[src/rtl/npu_pkg.sv]
// Shared NPU definitions: conv1 geometry, conv1_sched state encoding and the
// uint8 requantisation helper used by all layer controllers.
package npu_pkg;

  localparam int unsigned OUT1_H = 14;
  localparam int unsigned OUT1_W = 13;
  localparam int unsigned CHAN   = 10;
  localparam int unsigned PIX_W  = 24;

  typedef enum logic [2:0] {
    S_IDLE,
    S_TRIG,
    S_WAIT_CH,
    S_DRAIN,
    S_FLUSH,
    S_DONE
  } conv1_state_e;

  // Negative pixels clamp to 0; positive ones are shifted then saturated to 255.
  function automatic logic [7:0] sat_u8(input logic signed [PIX_W-1:0] pix,
                                        input int unsigned shift);
    logic signed [PIX_W-1:0] v;
    logic [7:0] res;
    v = pix >>> shift;
    if (pix[PIX_W-1]) begin
      res = 8'd0;
    end else if (v > 24'sd255) begin
      res = 8'hFF;
    end else begin
      res = v[7:0];
    end
    return res;
  endfunction

endpackage

[src/rtl/fm_requant.sv]
// Combinational requantiser: signed 24-bit accumulator to uint8 feature-map pixel.
module fm_requant
  import npu_pkg::*;
#(
  parameter int unsigned SHIFT = 4
) (
  input  logic signed [PIX_W-1:0] pix_i,
  output logic        [7:0]       q_c
);

  assign q_c = sat_u8(pix_i, SHIFT);

endmodule

[src/rtl/conv1_sched.sv]
// conv1 layer controller: triggers conv1, drains each channel's result plane
// pixel by pixel into the feature-map memory and reports done/error status.
module conv1_sched #(
  parameter int unsigned OUT_H   = 14,
  parameter int unsigned OUT_W   = 13,
  parameter int unsigned CHAN    = 10,
  parameter int unsigned SHIFT   = 4,
  parameter int unsigned TIMEOUT = 4096,
  parameter int unsigned ADDR_W  = 11
) (
  input  logic                     clk,
  input  logic                     rst_n,
  input  logic                     start,
  output logic                     busy,
  output logic                     done,
  output logic                     err_timeout,
  output logic                     err_chan,
  output logic                     err_overrun,
  output logic                     conv_trigger,
  input  logic                     conv_valid,
  input  logic [3:0]               conv_chan,
  output logic [3:0]               conv_row,
  output logic [3:0]               conv_col,
  input  logic signed [23:0]       conv_pix,
  output logic                     fm_we,
  input  logic                     fm_ready,
  output logic [ADDR_W-1:0]        fm_addr,
  output logic [7:0]               fm_wdata
);

  import npu_pkg::*;

  localparam int unsigned RC_W  = 4;
  localparam int unsigned TMO_W = $clog2(TIMEOUT);
  localparam int unsigned PLANE = OUT_H * OUT_W;

  conv1_state_e state_q, state_d;
  logic [RC_W-1:0]   ch_q, ch_d, row_q, row_d, col_q, col_d;
  logic [TMO_W-1:0]  tmo_q, tmo_d;
  logic              cv_q;
  logic              busy_q, busy_d, done_q, done_d, trig_q, trig_d;
  logic              etmo_q, etmo_d, ech_q, ech_d, eovr_q, eovr_d;
  logic              we_q, we_d;
  logic [ADDR_W-1:0] addr_q, addr_d, addr_c;
  logic [7:0]        wdata_q, wdata_d, rq_c;
  logic              cv_edge_c, load_c, last_pix_c;

  fm_requant #(.SHIFT(SHIFT)) u_requant (
    .pix_i (conv_pix),
    .q_c   (rq_c)
  );

  assign cv_edge_c  = conv_valid & ~cv_q;
  assign load_c     = ~we_q | fm_ready;
  assign last_pix_c = (row_q == RC_W'(OUT_H - 1)) && (col_q == RC_W'(OUT_W - 1));
  assign addr_c     = ADDR_W'(ch_q) * ADDR_W'(PLANE) + ADDR_W'(row_q) * ADDR_W'(OUT_W)
                    + ADDR_W'(col_q);

  // Next-state and registered-output logic
  always_comb begin
    state_d = state_q;
    ch_d    = ch_q;
    row_d   = row_q;
    col_d   = col_q;
    tmo_d   = tmo_q;
    busy_d  = busy_q;
    done_d  = 1'b0;
    trig_d  = 1'b0;
    etmo_d  = etmo_q;
    ech_d   = ech_q;
    eovr_d  = eovr_q;
    we_d    = we_q & ~fm_ready;
    addr_d  = addr_q;
    wdata_d = wdata_q;

    case (state_q)
      S_IDLE: begin
        if (start) begin
          state_d = S_TRIG;
          trig_d  = 1'b1;
          busy_d  = 1'b1;
          etmo_d  = 1'b0;
          ech_d   = 1'b0;
          eovr_d  = 1'b0;
          ch_d    = '0;
          tmo_d   = '0;
        end
      end
      S_TRIG: begin
        state_d = S_WAIT_CH;
        tmo_d   = tmo_q + TMO_W'(1);
      end
      S_WAIT_CH: begin
        if (cv_edge_c) begin
          // A mislabelled channel is flagged but still stored at the expected slot.
          if (conv_chan != ch_q) ech_d = 1'b1;
          state_d = S_DRAIN;
          row_d   = '0;
          col_d   = '0;
        end else if (tmo_q == TMO_W'(TIMEOUT - 1)) begin
          etmo_d  = 1'b1;
          state_d = S_FLUSH;
        end else begin
          tmo_d = tmo_q + TMO_W'(1);
        end
      end
      S_DRAIN: begin
        if (cv_edge_c) eovr_d = 1'b1;
        if (load_c) begin
          we_d    = 1'b1;
          addr_d  = addr_c;
          wdata_d = rq_c;
          if (col_q == RC_W'(OUT_W - 1)) begin
            col_d = '0;
            row_d = row_q + RC_W'(1);
          end else begin
            col_d = col_q + RC_W'(1);
          end
          if (last_pix_c) begin
            ch_d  = ch_q + RC_W'(1);
            row_d = '0;
            tmo_d = '0;
            state_d = (ch_q == RC_W'(CHAN - 1)) ? S_FLUSH : S_WAIT_CH;
          end
        end
      end
      S_FLUSH: begin
        if (cv_edge_c) eovr_d = 1'b1;
        if (load_c) begin
          state_d = S_DONE;
          done_d  = 1'b1;
        end
      end
      S_DONE: begin
        state_d = S_IDLE;
        busy_d  = 1'b0;
      end
      default: state_d = S_IDLE;
    endcase
  end

  always_ff @(posedge clk or negedge rst_n) begin
    if (!rst_n) begin
      state_q <= S_IDLE;
      ch_q    <= '0;
      row_q   <= '0;
      col_q   <= '0;
      tmo_q   <= '0;
      cv_q    <= 1'b0;
      busy_q  <= 1'b0;
      done_q  <= 1'b0;
      trig_q  <= 1'b0;
      etmo_q  <= 1'b0;
      ech_q   <= 1'b0;
      eovr_q  <= 1'b0;
      we_q    <= 1'b0;
      addr_q  <= '0;
      wdata_q <= '0;
    end else begin
      state_q <= state_d;
      ch_q    <= ch_d;
      row_q   <= row_d;
      col_q   <= col_d;
      tmo_q   <= tmo_d;
      cv_q    <= conv_valid;
      busy_q  <= busy_d;
      done_q  <= done_d;
      trig_q  <= trig_d;
      etmo_q  <= etmo_d;
      ech_q   <= ech_d;
      eovr_q  <= eovr_d;
      we_q    <= we_d;
      addr_q  <= addr_d;
      wdata_q <= wdata_d;
    end
  end

  assign busy         = busy_q;
  assign done         = done_q;
  assign conv_trigger = trig_q;
  assign err_timeout  = etmo_q;
  assign err_chan     = ech_q;
  assign err_overrun  = eovr_q;
  assign conv_row     = row_q;
  assign conv_col     = col_q;
  assign fm_we        = we_q;
  assign fm_addr      = addr_q;
  assign fm_wdata     = wdata_q;

endmodule
[config.mk]
export PLATFORM = sky130hd
export DESIGN_NAME = conv1_sched
export DESIGN_NICKNAME = d
export VERILOG_FILES = /design/src/rtl/npu_pkg.sv /design/src/rtl/fm_requant.sv /design/src/rtl/conv1_sched.sv
export SDC_FILE = /design/constraint.sdc
export NUM_CORES = 1
export LEC_CHECK = 0
export ABC_CLOCK_PERIOD_IN_PS = 5300
export BUFFER_PORTS_ARGS = -buffer_cell sky130_fd_sc_hd__buf_2
export CAP_MARGIN = 20
export CORE_MARGIN = 8
export CORE_UTILIZATION = 40
export DETAILED_ROUTE_END_ITERATION = 12
export GPL_TIMING_DRIVEN = 1
export SYNTH_ARGS = -nofsm -noshare
export SYNTH_HDL_FRONTEND = slang
export SYNTH_SLANG_ARGS = --single-unit
[constraint.sdc]
create_clock -name clk -period 5.3 [get_ports clk]
set_clock_uncertainty 0.1 [all_clocks]
set_input_delay 0.53 -clock clk [delete_from_list [all_inputs] [get_ports clk]]
set_output_delay 0.53 -clock clk [all_outputs]
set_load 0.005 [all_outputs]
Word-level counts from Yosys, hierarchy flattened
Index checks and enable logic that the tools add are counted.
Storage, ports and cells
  word-level logic and storage cells: 116
  latch bits: 0
  RAM bits: 0
  output and inout bits: 34
  input port bits: 33
  memory bits (read-only): 0
  register bits after elaboration: 54
  memories kept: 0
Cells by class
  bitwise gates (word level): 6
  multiply operators: 2
  add/sub/neg operators: 6
  shift-type cells: 0
  magnitude comparators: 1
  div/mod/pow operators: 0
  eq/ne operators: 22
  mux-type cells: 45
  reduce and logical (&&, ||, !) cells: 19
Operator list (count)
  $mux 12: 5
  $pmux 12 s4: 1
  $mux 4: 9
  $pmux 4 s2: 3
  $mux 3: 7
  $gt 20x9->1 const B: 1
  $ne 2x2->1 const B: 9
  $mux 8: 2
  $reduce_and 4->1: 4
  $pmux 3 s5: 1
  $mux 1: 13
  $add 12x1->12 const B: 1
  $add 4x1->4 const B: 3
  $eq 12x12->1 const B: 1
  $eq 4x4->1 const B: 3
  $add 11x4->11: 1
  $add 11x8->11: 1
  $mul 4x7->10 const B: 1
  $reduce_bool 2->1: 5
  $mul 4x4->8 const B: 1
  $pmux 1 s2: 4
  $eq 3x2->1 const B: 2
  $eq 3x3->1 const B: 2
  $ne 3x3->1 const B: 2
  14 further kinds: 19

Longest topological paths before layout
Gate-level depths: netlist (run 1).
  depth in word-level cells: 5
  depth in mapped cells: 17
  mapped depth without buffers: 17

By module
From an unflattened synthesis (run 1), not the netlist that was laid out.
Unflattened totals
  cells, all modules: 419
  area, all modules: 3844.9 µm²
By module, submodules not included
  conv1_sched: cells an instance 399, area each 3702.3 µm², seq. area each 1351.3 µm², instances 1
  fm_requant: cells an instance 20, area each 142.6 µm², seq. area each 0.0 µm², instances 1

Worst setup path before layout (run 1)
No wires, ideal clock.
  path type: reg-to-reg
  from: register ch_q[2]
  to: register addr_q[10] (netlist: fm_addr[10])
  cell stages (with the launch flop): 16
  path slack: 1.139 ns
  arrival: 3.991 ns
  required time: 5.130 ns
  setup time: 0.070 ns
  period minus slack after synthesis: 4.161 ns
  cell sequence: dfrtp_1 > inv_1 > ha_1 > inv_1 > fa_1 > ha_1 > inv_1 > fa_1 > fa_1 > inv_1 > ha_1 > a211oi_1 > nor2_1 > o21a_1 > a2111o_1 > nand3_1
On the way
  cells in the longest elaborated chain, start to end: 3
RTL lines
  start, declared: line conv1_sched.sv:38  | logic [RC_W-1:0] ch_q, ch_d, row_q, row_d, col_q, col_d;
  start signal, assigned: line conv1_sched.sv:161  | ch_q <= ch_d;
  $mul 4x7->10: line conv1_sched.sv:56  | assign addr_c = ADDR_W'(ch_q) * ADDR_W'(PLANE) + ADDR_W'(row_q) * ADDR_W'(OUT_W)
  $add 11x8->11: line conv1_sched.sv:56
  $add 11x4->11: line conv1_sched.sv:57  | + ADDR_W'(col_q);
  end signal, assigned: line conv1_sched.sv:173  | addr_q <= addr_d;
  end, declared: line conv1_sched.sv:44  | logic [ADDR_W-1:0] addr_q, addr_d, addr_c;
Every way passes these cells.
A chain may end at the register's enable or synchronous reset.

Worst setup path in the final report (run 1)
Ends and elaborated chain as after synthesis.

==> qor.csv, run 1 <==
metric;value;unit
status;finished, final reports clean;
firstDrtPassIters;6;
numClockSinks;54;
startpoint_type;register;
critPathBufInv;4;
post-route-min-period;4.52;ns
drt-total-wl;8.64;mm
p_seq_share;39.5;%
comb_power_share;42.6;%
cts-resized-gates;0;
syn_inst;415;
yosys.area_share.xor_xnor;3.92;%
slowest_delay;0.54;ns
synth-simple-area-share;19.9;%
drv_slew;0;
swShare;41.7;%
port_buffers;62;
dieHeight;113;um
die_area;0.0129;mm2
setup_viol;0;
grt_pass1_vias;3235;
wl_per_cell;14.3;um
path_cells;inv_1, ha_1, inv_1, fa_1, ha_1, inv_1, fa_1, fa_1, inv_1, ha_1, a211oi_1, nor2_1, o21a_1, a2111o_1, nand3_1;
rsz0062_at_grt;no;
crit_top_cell;inv_1;
syn_to_final_growth;14.7;%
switchingPower;0.693;mW
slowest_stage;fa_1;
power_density;382;mW/mm2
die_w;113;um
critical_path.top_delay_family;adder cells;
nNetsFinal;559;
numCtsBuffers;5;
htreeDepth;2;
synth-compound-area-share;17.2;%
syn-cell-area;0.00379;mm2
initial_core_util;41.1;%
route.detailed.drc;0;
core_area;0.00924;mm2
finalWorstSetupSlack;0.780;ns
p_int;0.969;mW
synth_edf_count;0;
ios;67;
path_class;reg2reg;
synthFlopType;dfrtp_1;
overflow;0;
rows;35;
p_clk_share;17.9;%
dp_hpwl;6.69;mm
antenna_found_initial;0;
post_cts_buffers;0;
place_congestion;0.800;
relSlewSlack;47.9;%
synth_top_family_by_area;simple AND/OR/NAND/NOR gates;
p_leak;2.19;nW
drive_gt1_share;17.4;%
via_per_inst;5.26;
ir_drop;247;uV
cts_hold_buf;0;
ys_warn_count;0;
cts_tree;yes;
drtIter0Drc;127;
grt_pass1_wl;15.1;mm
ys_seq_area_share;35.6;%
crit_path_end_kind;register;
required;5.45;ns
grt_max_degree;55;
hold_violations;0;
layout_common_cells;buf_2 (62), nand2_1 (55), dfrtp_1 (54);
tightest_slew;0.778;ns
post-place-ws;0.804;ns
min_period_over_period;85.3;%
ys_ff_latch;54;
synth_fa_ha_area_share;18.5;%
crit_arrival;4.67;ns
tns;0;ns
synth.area.mux_share;0.297;%
grt.total_usage;14.0;%
final_common_cell;buf_2;
cts.clk_slew.worst_paths;0.12;ns
clock_path_buffers;2;
hold_class;in2reg;
ys_types;50;
clkLatencyLatePin;0.32;ns
syn_area_per_cell;9.14;um2
drv_cap;0;
fmax;0.221;GHz
n_antenna_cell;0;
synth-async-reset-ratio;100;%
ant_nets;0;
path_max_fanout;5;
cts-root-buf;clkbuf_8;
via_count;3187;
syn_nets;498;
[per-layer routing]
metal / wire length (um) / global-route usage [%] / vias up
met5: 0 / 0 / -
met1: 4270 / 18.4 / 1543
met3: 266 / 2.43 / 8
met4: 80 / 4.00 / 0
met2: 4020 / 23.0 / 36
li1: - / - / 1600
[through the flow]
| stage | utilization, % | power, mW | hold slack, ns | area (um2) | cells |
|---|---|---|---|---|---|
| floorplan | - | 1.14 | 0.134 | 3790 | 415 |
| global placement | 45.9 | 1.36 | 0.355 | 4240 | 598 |
| detailed placement | 45.9 | 1.38 | 0.359 | 4240 | 598 |
| CTS | 47.1 | 1.69 | 0.220 | 4350 | 606 |
| global route | 47.1 | 1.82 | 0.230 | 4350 | 606 |
| finish | 47.1 | 1.66 | 0.235 | 4350 | 606 |
[power groups by stage]
stage | clock (mW) | sequential, mW | combinational (mW)
5_1_grt | 0.322 | 0.678 | 0.821
3_5_place_dp | 0 | 0.665 | 0.717
2_1_floorplan | 0 | 0.626 | 0.512
3_3_place_gp | 0 | 0.659 | 0.700
6_report | 0.298 | 0.657 | 0.707
4_1_cts | 0.313 | 0.656 | 0.722
[kinds of logic after synthesis]
group | after synthesis
simple gates | 154
buf+inv | 44
compound gates | 95
xor+xnor | 17
flops | 54
mux | 1
fa+ha+maj | 50
[final timing paths]
kind                       startpoint           to  slack (ns)  cells past startpoint
max                           ch_q[2]  fm_addr[10]        0.78                     15
min                        conv_valid         cv_q        0.23                      1
min reg2reg                fm_addr[2]   fm_addr[2]        0.38                      2
max in group asynchronous       rst_n      ch_q[0]        4.38                      2
min in group asynchronous       rst_n   fm_addr[9]        0.24                      2
max reg2reg                   ch_q[2]  fm_addr[10]        0.78                     15
[Yosys cell counts (8+ instances only)]
| cell type | instances | area [um2] |
|---|---|---|
| dfrtp_1 | 54 | 1350 |
| nand2_1 | 55 | 206 |
| nand3_1 | 15 | 75.1 |
| inv_1 | 34 | 128 |
| nor3_1 | 8 | 40.0 |
| ha_1 | 40 | 500 |
| xnor2_1 | 12 | 105 |
| o31ai_1 | 15 | 113 |
| nor2_1 | 31 | 116 |
| a21oi_1 | 16 | 80.1 |
| o21ai_0 | 27 | 135 |
| fa_1 | 10 | 200 |
| or3_1 | 9 | 56.3 |
[layout make-up]
type | count | area, um2
clock buffers | 5 | 68.8
clock inverters | 3 | 47.5
fillers | 892 | 4890
inverters | 34 | 128
multi-input cells | 317 | 2270
flip-flops and latches | 54 | 1350
well taps | 129 | 161
repair buffers | 64 | 325
[flip-flops by register name (all words and copies together), names as in the netlist, 3 cells and up]
register  flops
ch_q          4
conv_col      4
conv_row      4
fm_addr      11
fm_wdata      8
state_q       3
tmo_q        12
(Power assumes the default switching activity.)
==> run 2: changes to the inputs <==
CTS_BUF_LIST = sky130_fd_sc_hd__clkbuf_16   (was unset)
PLACE_DENSITY_LB_ADDON = 0.05   (was unset)
==> run 2 against run 1 <==
Largest cell class unchanged. Via count decreased by 1.4%. Largest power group unchanged. Fmax increased by 1.0%. Count of clock-buffer cells in the layout unchanged. Total power increased by 1.8%.
==> qor.csv, run 2 (synthesis results as in run 1) <==
metric;value;unit;change
tns;0;ns;unchanged
htreeDepth;2;;unchanged
port_buffers;62;;unchanged
drv_cap;0;;unchanged
grt.total_usage;14.2;%;+0.22 points
ant_nets;0;;unchanged
finalWorstSetupSlack;0.825;ns;+0.0454 ns
post-route-min-period;4.47;ns;-0.0454 ns
p_int;0.998;mW;+3.0%
wl_per_cell;14.8;um;+4.2%
drt-total-wl;8.98;mm;+4.0%
clkLatencyLatePin;0.29;ns;-0.03 ns
post_cts_buffers;0;;unchanged
hold_violations;0;;unchanged
rsz0062_at_grt;no;;
die_w;113;um;unchanged
cts_tree;yes;;
drv_slew;0;;unchanged
cts-resized-gates;0;;unchanged
dp.cells;598;;unchanged
switchingPower;0.694;mW;+0.19%
via_per_inst;5.19;;-1.3%
numClockSinks;54;;unchanged
overflow;0;;unchanged
grt_pass1_vias;3060;;-5.4%
comb_power_share;41.8;%;-0.8 points
post-place-ws;0.840;ns;+0.0360 ns
via_count;3141;;-1.4%
required;5.42;ns;-0.03 ns
stdcell_count;605;;-0.17%
ios;67;;unchanged
grt_pass1_wl;15.1;mm;+0.33%
firstDrtPassIters;4;;-2
core_area;0.00924;mm2;unchanged
fmax;0.223;GHz;+1.0%
crit_arrival;4.60;ns;-0.07 ns
syn_to_final_growth;15.3;%;
cts_hold_buf;0;;unchanged
layout_common_cells;buf_2 (62), nand2_1 (55), dfrtp_1 (54);;
dieHeight;113;um;unchanged
numCtsBuffers;5;;unchanged
p_clk_share;19.3;%;+1.4 points
power_density;387;mW/mm2;+1.3%
relSlewSlack;44.2;%;-3.7 points
rows;35;;unchanged
grt_max_degree;55;;unchanged
hold_class;in2reg;;
placed_area;0.00424;mm2;unchanged
cts.clk_slew.worst_paths;0.07;ns;-0.05 ns
path_class;reg2reg;;
route.detailed.drc;0;;unchanged
startpoint_type;register;;
min_period_over_period;84.4;%;-0.86 points
fin_area;0.00438;mm2;+0.52%
dp_hpwl;6.86;mm;+2.6%
p_leak;2.20;nW;+0.50%
final_common_cell;buf_2;;
largest_reg_flops;12;;unchanged
cts-root-buf;clkbuf_16;;
p_seq_share;38.9;%;-0.6 points
place_congestion;0.779;;-2.7%
regMostFlops;tmo_q;;
swShare;41.0;%;-0.67 points
ir_drop;203;uV;-18%
clock_path_buffers;2;;unchanged
tightest_slew;0.833;ns;+0.0553 ns
initial_core_util;41.1;%;unchanged
antenna_found_initial;0;;unchanged
crit_path_end_kind;register;;
setup_viol;0;;unchanged
drtIter0Drc;116;;-8.7%
status;finished, final reports clean;;
path_max_fanout;5;;unchanged
drive_gt1_share;17.2;%;-0.17 points
nNetsFinal;559;;unchanged
n_antenna_cell;0;;unchanged
die_area;0.0129;mm2;unchanged
==> run 2: changes by cell type in the layout (fill, tap and decap cells not counted) <==
cell / delta
clkbuf_16: +5
clkbuf_8: -5
bufinv_16: -1
clkinv_2: +1
inv_6: -1
==> run 2: area by class of cell <==
class | instances | area [um2]
Tap cell | 129 | 161
Sequential cell | 54 | 1350
Clock inverter | 2 | 13.8
Inverter | 34 | 128
Timing Repair Buffer | 64 | 325
Clock buffer | 5 | 125
Fill cell | 929 | 4860
Multi-Input combinational cell | 317 | 2270
==> run 2: metrics by stage <==
step	utilization, %	power, mW	hold slack [ns]
2_1_floorplan	-	1.14	0.134
3_3_place_gp	45.9	1.38	0.355
3_5_place_dp	45.9	1.39	0.360
4_1_cts	47.4	1.73	0.261
5_1_grt	47.4	1.85	0.257
6_report	47.4	1.69	0.268
==> run 2: path summary, 6_finish.rpt <==
path                             start     endpoint  slack [ns]  depth (start not counted)
max                            ch_q[2]  fm_addr[10]        0.83                         15
min                         conv_valid         cv_q        0.27                          1
max reg2reg                    ch_q[2]  fm_addr[10]        0.83                         15
min reg2reg                fm_wdata[4]  fm_wdata[4]        0.37                          2
max in group asynchronous        rst_n     tmo_q[0]        4.36                          2
min in group asynchronous        rst_n  fm_wdata[4]        0.28                          2
==> run 2: layer usage <==
layer	GRT usage [%]	up-vias	wire (um)
met5	0	-	0
li1	-	1590	-
met2	23.4	52	4230
met3	2.27	6	301
met4	3.29	0	79
met1	19.0	1493	4370
==> run 2: power groups by stage <==
| stage | sequential (mW) | combinational [mW] | clock, mW |
|---|---|---|---|
| after global placement | 0.662 | 0.713 | 0 |
| after floorplan | 0.626 | 0.512 | 0 |
| final | 0.659 | 0.707 | 0.327 |
| after detailed placement | 0.669 | 0.720 | 0 |
| after global routing | 0.682 | 0.819 | 0.352 |
| after CTS | 0.661 | 0.726 | 0.341 |
==> run 2: worst max-delay path: stages (launching register included) <==
cell and delay [ns]:
dfrtp_1 0.44, inv_1 0.10, ha_1 0.28, inv_1 0.05, fa_1 0.50, ha_1 0.31, inv_1 0.08, fa_1 0.44
fa_1 0.54, inv_1 0.04, ha_1 0.36, a211oi_1 0.35, nor2_1 0.13, o21a_1 0.20, a2111o_1 0.41, nand3_1 0.08
